<file path="src/rtl/sa_job_sequencer_pkg.sv">
// Shared types and sizing constants for the systolic-array job sequencer.
// The wrapper and PE array import the same definitions.
package sa_pkg;

  localparam int N              = 4;
  localparam int DATA_W         = 8;
  localparam int ROW_W          = 2;
  localparam int ID_W           = 3;
  localparam int COMPUTE_CYCLES = 3 * N - 2;

  localparam int K_W = 4;
  localparam int C_W = 4;
  localparam int R_W = 2;

  localparam logic [K_W-1:0] K_LAST = K_W'(N * N - 1);
  localparam logic [C_W-1:0] C_LAST = C_W'(COMPUTE_CYCLES - 1);
  localparam logic [R_W-1:0] R_LAST = R_W'(N - 1);

  typedef enum logic [2:0] {
    ST_IDLE    = 3'd0,
    ST_CLEAR   = 3'd1,
    ST_LOAD    = 3'd2,
    ST_COMPUTE = 3'd3,
    ST_DRAIN   = 3'd4,
    ST_DONE    = 3'd5
  } sa_state_t;

  // Row-major split of the element index: row = k / N, slot = k % N.
  function automatic logic [ROW_W-1:0] row_of(input logic [K_W-1:0] k);
    return k[K_W-1:2];
  endfunction

  function automatic logic [ID_W-1:0] slot_of(input logic [K_W-1:0] k);
    return {1'b0, k[1:0]};
  endfunction

endpackage

</file>
<file path="src/rtl/sa_job_sequencer_if.sv">
// Host job/stream handshake plus the strobes driven into the shift buffers and PE array.
interface sa_job_sequencer_if;
  import sa_pkg::*;

  logic             start;
  logic             abort;
  logic             busy;
  logic             done;
  logic             aborted;
  logic             in_valid;
  logic             in_ready;
  logic             load_A;
  logic             load_B;
  logic [ROW_W-1:0] row_A;
  logic [ROW_W-1:0] row_B;
  logic [ID_W-1:0]  id_A;
  logic [ID_W-1:0]  id_B;
  logic             shift;
  logic             pe_clr;
  logic             output_sign;
  logic [ROW_W-1:0] row_out;
  logic             out_valid;
  logic             out_ready;
  logic             out_last;

  modport master (
    input  start, abort, in_valid, out_ready,
    output busy, done, aborted, in_ready, load_A, load_B, row_A, row_B,
           id_A, id_B, shift, pe_clr, output_sign, row_out, out_valid, out_last
  );

  modport slave (
    output start, abort, in_valid, out_ready,
    input  busy, done, aborted, in_ready, load_A, load_B, row_A, row_B,
           id_A, id_B, shift, pe_clr, output_sign, row_out, out_valid, out_last
  );

endinterface

</file>
<file path="src/rtl/sa_job_sequencer_step_counter.sv">
// Clearable up-counter that advances on enable and saturates at LAST.
module sa_step_counter #(
  parameter int           W    = 4,
  parameter logic [W-1:0] LAST = {W{1'b1}}
) (
  input  logic         clk,
  input  logic         rst,
  input  logic         i_clr,
  input  logic         i_en,
  output logic [W-1:0] o_count
);

  logic [W-1:0] r_count;

  // Count register: clear wins over enable, holds once LAST is reached.
  always_ff @(posedge clk) begin
    if (rst) begin
      r_count <= {W{1'b0}};
    end else if (i_clr) begin
      r_count <= {W{1'b0}};
    end else if (i_en && (r_count != LAST)) begin
      r_count <= r_count + {{(W-1){1'b0}}, 1'b1};
    end else begin
      r_count <= r_count;
    end
  end

  assign o_count = r_count;

endmodule

</file>
<file path="src/rtl/sa_job_sequencer.sv">
// Abortable, backpressure-aware sequencer for one N x N systolic matrix-multiply job:
// clear, element load, timed compute shift, then row-by-row result drain.
module sa_job_sequencer
  import sa_pkg::*;
(
  input  logic                 clk,
  input  logic                 rst,
  sa_job_sequencer_if.master   bus
);

  sa_state_t      r_state;
  sa_state_t      w_next;
  logic           r_aborted;
  logic [K_W-1:0] w_k;
  logic [C_W-1:0] w_c;
  logic [R_W-1:0] w_r;
  logic           w_clr;
  logic           w_load_hs;
  logic           w_drain_hs;
  logic           w_compute;

  assign w_clr      = (r_state == ST_CLEAR);
  assign w_compute  = (r_state == ST_COMPUTE);
  assign w_load_hs  = (r_state == ST_LOAD) && bus.in_valid;
  assign w_drain_hs = (r_state == ST_DRAIN) && bus.out_ready;

  sa_step_counter #(.W(K_W), .LAST(K_LAST)) u_k_cnt (
    .clk(clk), .rst(rst), .i_clr(w_clr), .i_en(w_load_hs), .o_count(w_k)
  );

  sa_step_counter #(.W(C_W), .LAST(C_LAST)) u_c_cnt (
    .clk(clk), .rst(rst), .i_clr(w_clr), .i_en(w_compute), .o_count(w_c)
  );

  sa_step_counter #(.W(R_W), .LAST(R_LAST)) u_r_cnt (
    .clk(clk), .rst(rst), .i_clr(w_clr), .i_en(w_drain_hs), .o_count(w_r)
  );

  // State register plus the one-cycle abort marker shown in the following IDLE cycle.
  always_ff @(posedge clk) begin
    if (rst) begin
      r_state   <= ST_IDLE;
      r_aborted <= 1'b0;
    end else begin
      r_state   <= w_next;
      r_aborted <= (r_state != ST_IDLE) && bus.abort;
    end
  end

  // Next-state logic; abort overrides every transition, including the final drain beat.
  always_comb begin
    w_next = r_state;
    if ((r_state != ST_IDLE) && bus.abort) begin
      w_next = ST_IDLE;
    end else begin
      case (r_state)
        ST_IDLE: begin
          if (bus.start) w_next = ST_CLEAR;
          else           w_next = ST_IDLE;
        end
        ST_CLEAR: w_next = ST_LOAD;
        ST_LOAD: begin
          if (w_load_hs && (w_k == K_LAST)) w_next = ST_COMPUTE;
          else                              w_next = ST_LOAD;
        end
        ST_COMPUTE: begin
          if (w_c == C_LAST) w_next = ST_DRAIN;
          else               w_next = ST_COMPUTE;
        end
        ST_DRAIN: begin
          if (w_drain_hs && (w_r == R_LAST)) w_next = ST_DONE;
          else                               w_next = ST_DRAIN;
        end
        ST_DONE: w_next = ST_IDLE;
        default: w_next = ST_IDLE;
      endcase
    end
  end

  // Output decode from registered state/counters and the live in_valid/out_ready.
  always_comb begin
    bus.busy        = 1'b0;
    bus.done        = 1'b0;
    bus.aborted     = r_aborted;
    bus.in_ready    = 1'b0;
    bus.load_A      = 1'b0;
    bus.load_B      = 1'b0;
    bus.row_A       = {ROW_W{1'b0}};
    bus.row_B       = {ROW_W{1'b0}};
    bus.id_A        = {ID_W{1'b0}};
    bus.id_B        = {ID_W{1'b0}};
    bus.shift       = 1'b0;
    bus.pe_clr      = r_aborted;
    bus.output_sign = 1'b0;
    bus.row_out     = {ROW_W{1'b0}};
    bus.out_valid   = 1'b0;
    bus.out_last    = 1'b0;
    case (r_state)
      ST_IDLE: begin
        bus.busy = 1'b0;
      end
      ST_CLEAR: begin
        bus.busy   = 1'b1;
        bus.pe_clr = 1'b1;
      end
      ST_LOAD: begin
        bus.busy     = 1'b1;
        bus.in_ready = 1'b1;
        // Position lines carry the element index only on an accepted beat.
        if (bus.in_valid) begin
          bus.load_A = 1'b1;
          bus.load_B = 1'b1;
          bus.row_A  = row_of(w_k);
          bus.row_B  = row_of(w_k);
          bus.id_A   = slot_of(w_k);
          bus.id_B   = slot_of(w_k);
        end else begin
          bus.load_A = 1'b0;
          bus.load_B = 1'b0;
        end
      end
      ST_COMPUTE: begin
        bus.busy  = 1'b1;
        bus.shift = 1'b1;
      end
      ST_DRAIN: begin
        bus.busy        = 1'b1;
        bus.output_sign = 1'b1;
        bus.out_valid   = 1'b1;
        bus.row_out     = w_r;
        bus.out_last    = (w_r == R_LAST);
      end
      ST_DONE: begin
        bus.busy = 1'b1;
        bus.done = 1'b1;
      end
      default: begin
        bus.busy = 1'b0;
      end
    endcase
  end

endmodule

</file>
<file path="src/flat_wrapper.sv">
// flat-port wrapper written by rule: the top's interface ports become plain ports
module sa_job_sequencer_flat import sa_pkg::*;
  (clk, rst, bus_start, bus_abort, bus_in_valid, bus_out_ready, bus_busy, bus_done, bus_aborted, bus_in_ready, bus_load_A, bus_load_B, bus_row_A, bus_row_B, bus_id_A, bus_id_B, bus_shift, bus_pe_clr, bus_output_sign, bus_row_out, bus_out_valid, bus_out_last);
  sa_job_sequencer_if bus_i ();
  input  logic clk;
  input  logic rst;
  input wire logic [$bits(bus_i.start)-1:0] bus_start;
  input wire logic [$bits(bus_i.abort)-1:0] bus_abort;
  input wire logic [$bits(bus_i.in_valid)-1:0] bus_in_valid;
  input wire logic [$bits(bus_i.out_ready)-1:0] bus_out_ready;
  output wire logic [$bits(bus_i.busy)-1:0] bus_busy;
  output wire logic [$bits(bus_i.done)-1:0] bus_done;
  output wire logic [$bits(bus_i.aborted)-1:0] bus_aborted;
  output wire logic [$bits(bus_i.in_ready)-1:0] bus_in_ready;
  output wire logic [$bits(bus_i.load_A)-1:0] bus_load_A;
  output wire logic [$bits(bus_i.load_B)-1:0] bus_load_B;
  output wire logic [$bits(bus_i.row_A)-1:0] bus_row_A;
  output wire logic [$bits(bus_i.row_B)-1:0] bus_row_B;
  output wire logic [$bits(bus_i.id_A)-1:0] bus_id_A;
  output wire logic [$bits(bus_i.id_B)-1:0] bus_id_B;
  output wire logic [$bits(bus_i.shift)-1:0] bus_shift;
  output wire logic [$bits(bus_i.pe_clr)-1:0] bus_pe_clr;
  output wire logic [$bits(bus_i.output_sign)-1:0] bus_output_sign;
  output wire logic [$bits(bus_i.row_out)-1:0] bus_row_out;
  output wire logic [$bits(bus_i.out_valid)-1:0] bus_out_valid;
  output wire logic [$bits(bus_i.out_last)-1:0] bus_out_last;
  assign bus_i.start = bus_start;
  assign bus_i.abort = bus_abort;
  assign bus_i.in_valid = bus_in_valid;
  assign bus_i.out_ready = bus_out_ready;
  assign bus_busy = bus_i.busy;
  assign bus_done = bus_i.done;
  assign bus_aborted = bus_i.aborted;
  assign bus_in_ready = bus_i.in_ready;
  assign bus_load_A = bus_i.load_A;
  assign bus_load_B = bus_i.load_B;
  assign bus_row_A = bus_i.row_A;
  assign bus_row_B = bus_i.row_B;
  assign bus_id_A = bus_i.id_A;
  assign bus_id_B = bus_i.id_B;
  assign bus_shift = bus_i.shift;
  assign bus_pe_clr = bus_i.pe_clr;
  assign bus_output_sign = bus_i.output_sign;
  assign bus_row_out = bus_i.row_out;
  assign bus_out_valid = bus_i.out_valid;
  assign bus_out_last = bus_i.out_last;
  sa_job_sequencer u_core (.clk(clk), .rst(rst), .bus(bus_i));
endmodule
</file>
<file path="config.mk">
export PLATFORM = sky130hd
export DESIGN_NAME = sa_job_sequencer_flat
export DESIGN_NICKNAME = d
export VERILOG_FILES = /design/src/rtl/sa_job_sequencer_pkg.sv /design/src/rtl/sa_job_sequencer_if.sv /design/src/rtl/sa_job_sequencer_step_counter.sv /design/src/rtl/sa_job_sequencer.sv /design/src/flat_wrapper.sv
export SDC_FILE = /design/constraint.sdc
export NUM_CORES = 1
export LEC_CHECK = 0
export CAP_MARGIN = 20
export CORE_AREA = 2 2 49 51
export CTS_BUF_LIST = sky130_fd_sc_hd__clkbuf_8
export DETAILED_ROUTE_END_ITERATION = 8
export DIE_AREA = 0 0 51 53
export GPL_TIMING_DRIVEN = 1
export PLACE_DENSITY = 0.8
export REMOVE_ABC_BUFFERS = 1
export SYNTH_ARGS = -nofsm -noshare
export SYNTH_HDL_FRONTEND = slang
export SYNTH_SLANG_ARGS = --single-unit
</file>
<file path="constraint.sdc">
create_clock -name clk -period 1.3 [get_ports clk]
set_input_delay 0.13 -clock clk [delete_from_list [all_inputs] [get_ports clk]]
set_output_delay 0.13 -clock clk [all_outputs]
set_load 0.005 [all_outputs]
</file>
==> reports/results.ini, run 1 <==
[setup_path]
path_cells = or3b_4 > inv_2 > buf_6 > buf_6 > and2_1 > buf_2
path_class = register to output port
crit_required_ns = 1.17
crit_buf_inv = 4
worst_setup_path_start_kind = register
crit_top_cell = buf_6
critPathSlowestCell = or3b_4
end_kind = output port
crit_fanout = 5
crit_path_max_incr_delay_ns = 0.41
crit_family = simple AND/OR/NAND/NOR gates
crit_arrival_ns = 1.52

[timing]
finalCritPeriodShare_pct = 126.7
maxSlewViolCount = 0
grt_setup_unrepaired = true
finClkSkew_ns = 0.001856
hold_violations = 0
layout_setup_ws_ns = -0.3472
period_needed_ns = 1.647
setup_viol = 32
fmax_mhz = 607.1

[synth]
synthCells = 101
synthMuxAreaShare_pct = 1.164
synth_seq_cells = 14
synth_ff_type = dfxtp_1
synth_xor_area_share_pct = 0
syn-mean-instance-area_um2 = 8.511
synth_edf_count = 0
syn_area_um2 = 859.6
yosysSeqAreaShare_pct = 32.61
yosys_warnings = 0
synth_top_family_by_area = simple AND/OR/NAND/NOR gates
ys_types = 32
synthArstFlopShare_pct = 0
synthAdderAreaFrac_pct = 5.822
yosys.area_share.simple_pct = 30.86
synth_compound_area_share_pct = 16.89

[cells_and_area]
fillCellCount = 116
layout.cells.non_filler = 190
antenna_cells = 0
final_layout_size_suffix_gt1_share_pct = 62.96
area_growth_pct = 90.54
fin_area_um2 = 1638
fin_nets = 173

[global_route]
grt_max_degree = 10
grt_pass1_vias = 969
gr-total-overflow = 0
track_usage_pct = 23.64
grt_pass1_wl_um = 4533
antenna_found_initial = 0

[clocking]
numCtsBuffers = 3
cts_sinks = 14
clk_pin_slew_ns = 0.07
clockRootBuffer = clkbuf_8
cts_hold_buf = 0
cts_max_path_buffers = 2
htreeDepth = 1
cts_tree = done
insertion_delay_ns = 0.26

[die]
start_util_pct = 40.01
coreArea_um2 = 2148
die_area_um2 = 2703
rows = 17
ios = 29
die_y_um = 53
die_w_um = 51

[place]
detailed_place_hpwl_um = 1648
dp_cells = 170
port-buffer-count = 26
postPlaceCellArea_um2 = 1284
gp_congestion = 0.7632

[route]
drt_iter0_drc = 20
firstDrtPassIters = 4
wire_per_inst_um = 18.20
routed_via_density = 5.668
vias = 1077
drt_wl_total_um = 3458
drc_errors = 0
ant_nets = 0

[run_status]
violations = setup timing
outcome = complete, but fails checks

[power]
ir_drop_v = 0.0006944
p_per_area_nw_per_um2 = 661.1
p_leak_uw = 0.0007308

[min_path]
min_path_type = register to register

[flow_run]
cap_violations = 0

## power breakdown
part | switching (µW) | leakage (µW) | internal [µW]
Clock | 188 | 0.0000288 | 270
Sequential | 7.18 | 0.000116 | 433
Combinational | 84.0 | 0.000586 | 101
Total | 279 | 0.000731 | 803
## worst register-to-register path: cells and delay by family, from the launching register on
| family | cells | cell delay (ns) |
|---|---|---|
| AOI/OAI and AO/OA | 1 | 0.15 |
| buffers and inverters | 2 | 0.27 |
| DFF | 1 | 0.36 |
| and+or+nand+nor | 2 | 0.77 |
## through the flow
step / hold WS [ns] / utilization [%] / total power [µW] / setup TNS, ns / setup WS [ns]
final: 0.5027 / 76.24 / 1083 / -4.989 / -0.3472
after global routing: 0.5279 / 76.24 / 1116 / -6.381 / -0.3767
after CTS: 0.5196 / 67.56 / 1043 / -5.081 / -0.2960
after detailed placement: 0.5048 / 59.76 / 578.4 / -7.962 / -0.3976
after global placement: 0.4774 / 59.76 / 576.2 / -7.408 / -0.3603
after floorplan: 0.2028 / - / 489.2 / -0.2398 / -0.07578
## path summary, 6_finish.rpt
path	from	end	slack (ns)	cells after the start
setup / recovery	u_core.r_state[0]$_SDFF_PP0_	bus_row_out[1]	-0.35	6
hold / removal	u_core.u_r_cnt.o_count[1]$_SDFFE_PP0P_	u_core.u_r_cnt.o_count[1]$_SDFFE_PP0P_	0.50	2
setup reg to reg	u_core.r_state[0]$_SDFF_PP0_	u_core.u_r_cnt.o_count[0]$_SDFFE_PP0P_	-0.31	5
hold reg to reg	u_core.u_r_cnt.o_count[1]$_SDFFE_PP0P_	u_core.u_r_cnt.o_count[1]$_SDFFE_PP0P_	0.50	2
## final cells by class
| type | count | area (µm²) | share of cell area [%] |
|---|---|---|---|
| clock buffer | 4 | 55.05 | 3.361 |
| tap | 28 | 35.03 | 2.139 |
| sequential | 14 | 290.3 | 17.72 |
| multi-input combinational | 71 | 628.1 | 38.35 |
| inverter | 6 | 22.52 | 1.375 |
| timing repair buffer | 67 | 606.8 | 37.05 |
## flip-flops by register name, summed over array words and instances (netlist names)
name	cells
u_core.u_c_cnt.o_count	4
u_core.u_r_cnt.o_count	2
u_core.r_state	3
u_core.bus.aborted	1
u_core.u_k_cnt.o_count	4
## cell usage after synthesis, types with 2 or more instances
cell	n	area, µm²
dfxtp_1	14	280.3
a21oi_1	12	60.06
buf_4	9	67.56
inv_1	6	22.52
o21ai_0	6	30.03
and2_1	5	31.28
ha_1	4	50.05
nand3b_1	4	30.03
buf_2	3	15.01
nand2b_1	3	18.77
nand4b_1	3	26.28
nor2_1	3	11.26
nor3b_1	3	22.52
or3_1	3	18.77
a211oi_1	2	15.01
a311oi_1	2	17.52
and3_1	2	12.51
and3b_1	2	17.52
or3b_2	2	17.52
## per-layer routing
| layer | GRT usage (%) | share of wire, % |
|---|---|---|
| met4 | 14.41 | 4.9 |
| met3 | 6.780 | 6.1 |
| met1 | 25.61 | 41 |
| met2 | 40.69 | 48 |
| met5 | 0 | 0 |
## logic make-up after synthesis
group,after synthesis
and+or+nand+nor,38
AOI/OAI and AO/OA,25
buffers and inverters,18
DFF,14
adders and majority gates,4
muxes,1
other,1
## layout by cell type, fill, tap and decap left out, drive strengths merged, types with 2 or more instances in the layout
cell type      netlist  routed
and3                 2       2
nand2b               3       4
and3b                2       2
dfxtp               14      14
buf                 12      60
inv                  6       6
nor3b                3       3
a311oi               2       2
ha                   4       4
clkdlybuf4s50        0       6
nand4b               3       3
a21oi               12      12
conb                 1       2
or3b                 3       3
and2                 5       5
nand3b               4       4
nor2                 3       3
clkbuf               0       4
or3                  3       3
a211oi               2       2
o21ai                6       6
## timing repair
action,CTS,global route
setup buffers,16,7
gates resized for setup,111,39
cloned,0,1
setup endpoints to repair,31,33
pin swaps,10,15
No activity file was read; power rests on OpenSTA's default activity.
==> run 2: changes to the inputs <==
--- a/config.mk
+++ b/config.mk
@@ -13,6 +13,7 @@
 export GPL_TIMING_DRIVEN = 1
 export PLACE_DENSITY = 0.8
 export REMOVE_ABC_BUFFERS = 1
+export SETUP_SLACK_MARGIN = 0.3
 export SYNTH_ARGS = -nofsm -noshare
 export SYNTH_HDL_FRONTEND = slang
 export SYNTH_SLANG_ARGS = --single-unit
==> run 2 against run 1 <==
  * The flow still finishes with violations (setup timing)
  * Clock-buffer cell count did not move
  * Non-clock buffer count increased by 6
  * Utilization up 2.4 points
  * Clock skew is essentially flat
  * Critical path type is now register to register
  * Cell count grew 2.6%
==> reports/results.ini, run 2 (synthesis results as in run 1) <==
[timing]
hold_violations = 0
layout_setup_ws_ns = -0.5252
fin_tns_setup_ns = -8.485
finClkSkew_ns = 0.001724
setup_viol = 33
period_needed_ns = 1.825
fmax_mhz = 547.9
grt_setup_unrepaired = true
maxSlewViolCount = 0
finalCritPeriodShare_pct = 140.4

[cells_and_area]
antenna_cells = 0
fillCellCount = 110
area_growth_pct = 96.65
final_layout_size_suffix_gt1_share_pct = 58.08
fin_nets = 178
seq_area_um2 = 289.0
multi_input_area_um2 = 600.6
final_cell_mix = buf_6, buf_4, dfxtp_1
layout_commonest_cell = buf_6

[setup_path]
crit_family = buffers and inverters
crit_buf_inv = 7
crit_arrival_ns = 1.99
path_class = register to register
crit_fanout = 5
path_cells = or3b_4 > inv_2 > buf_6 > buf_6 > buf_6 > buf_6 > buf_6 > buf_6 > a32oi_4 > a211oi_2
crit_top_cell = buf_6
crit_required_ns = 1.46
crit_path_max_incr_delay_ns = 0.41
critPathSlowestCell = or3b_4
worst_setup_path_start_kind = register
end_kind = register

[route]
drt_iter0_drc = 46
vias = 1140
wire_per_inst_um = 20.19
drc_errors = 0
drt_wl_total_um = 3938
firstDrtPassIters = 4
ant_nets = 0
routed_via_density = 5.846

[die]
die_area_um2 = 2703
start_util_pct = 40.01
ios = 29
die_y_um = 53
coreArea_um2 = 2148
rows = 17
die_w_um = 51

[clocking]
cts_tree = done
htreeDepth = 1
clk_pin_slew_ns = 0.07
cts_max_path_buffers = 2
cts_sinks = 14
cts_hold_buf = 0
insertion_delay_ns = 0.26
clockRootBuffer = clkbuf_8
numCtsBuffers = 3

[global_route]
grt_max_degree = 10
antenna_found_initial = 0
grt_pass1_wl_um = 4899
grt_pass1_vias = 1038
gr-total-overflow = 0
track_usage_pct = 26.18

[place]
port-buffer-count = 26
detailed_place_hpwl_um = 1648
gp_congestion = 0.7632

[run_status]
violations = setup timing
outcome = complete, but fails checks

[min_path]
min_path_type = register to register

[power]
p_per_area_nw_per_um2 = 651.3
p_leak_uw = 0.0007741
power_uw = 1101
ir_drop_v = 0.0006673

[flow_run]
cap_violations = 0

## run 2: cell types whose count changed in the layout (fill, tap and decap cells not counted), sizes merged
cell,previous run,this run
dlygate4sd2,0,1
clkbuf,4,6
nand2b,4,3
buf,60,64
clkdlybuf4s50,6,5
## run 2: cell type report
class / count / area share [%]
clock buffer: 4 / 3.257
multi-input combinational: 70 / 35.53
timing repair buffer: 73 / 40.71
inverter: 6 / 1.332
tap: 28 / 2.073
sequential: 14 / 17.10
## run 2: where the power goes
group | total, µW | internal [µW] | switching, µW
combinational | 200 | 116 | 84.0
clock | 459 | 270 | 190
sequential | 442 | 433 | 8.57
## run 2: metrics by stage
stage | cell area (µm²) | util, % | setup slack, ns | hold slack (ns) | cells
after floorplan | 780.7 | - | -0.07578 | 0.2028 | 90
after global placement | 1284 | 59.76 | -0.3603 | 0.4774 | 170
after CTS | 1584 | 73.73 | -0.4109 | 0.5196 | 192
after detailed placement | 1284 | 59.76 | -0.3976 | 0.5048 | 170
final | 1690 | 78.68 | -0.5252 | 0.5224 | 195
after global routing | 1690 | 78.68 | -0.5684 | 0.5463 | 195
## run 2: final timing paths
path              cells after the start  slack (ns)                                   start                                     end
setup reg to reg                     10       -0.53            u_core.r_state[1]$_SDFF_PP0_            u_core.r_state[0]$_SDFF_PP0_
hold / removal                        2        0.52  u_core.u_k_cnt.o_count[1]$_SDFFE_PP0P_  u_core.u_k_cnt.o_count[1]$_SDFFE_PP0P_
setup / recovery                     10       -0.53            u_core.r_state[1]$_SDFF_PP0_            u_core.r_state[0]$_SDFF_PP0_
hold reg to reg                       2        0.52  u_core.u_k_cnt.o_count[1]$_SDFFE_PP0P_  u_core.u_k_cnt.o_count[1]$_SDFFE_PP0P_
## run 2: layer usage
layer,up-vias,wire length [µm],track usage [%]
met2,87,1924,49.35
met3,36,278,4.520
met1,530,1385,25.61
met4,0,350,18.92
li1,487,-,-
met5,-,0,0
## run 2: tightest hold or removal path: cells and delay by family, from the launching register on
| family | cells | cell delay [ns] |
|---|---|---|
| flops | 1 | 0.35 |
| compound gates | 2 | 0.12 |
## run 2: timing repair
item / 4_1_cts / 5_1_grt
resized for setup: 119 / 24
pin swaps: 10 / 8
buffers inserted: 18 / 3
endpoints found under the setup margin: 35 / 34
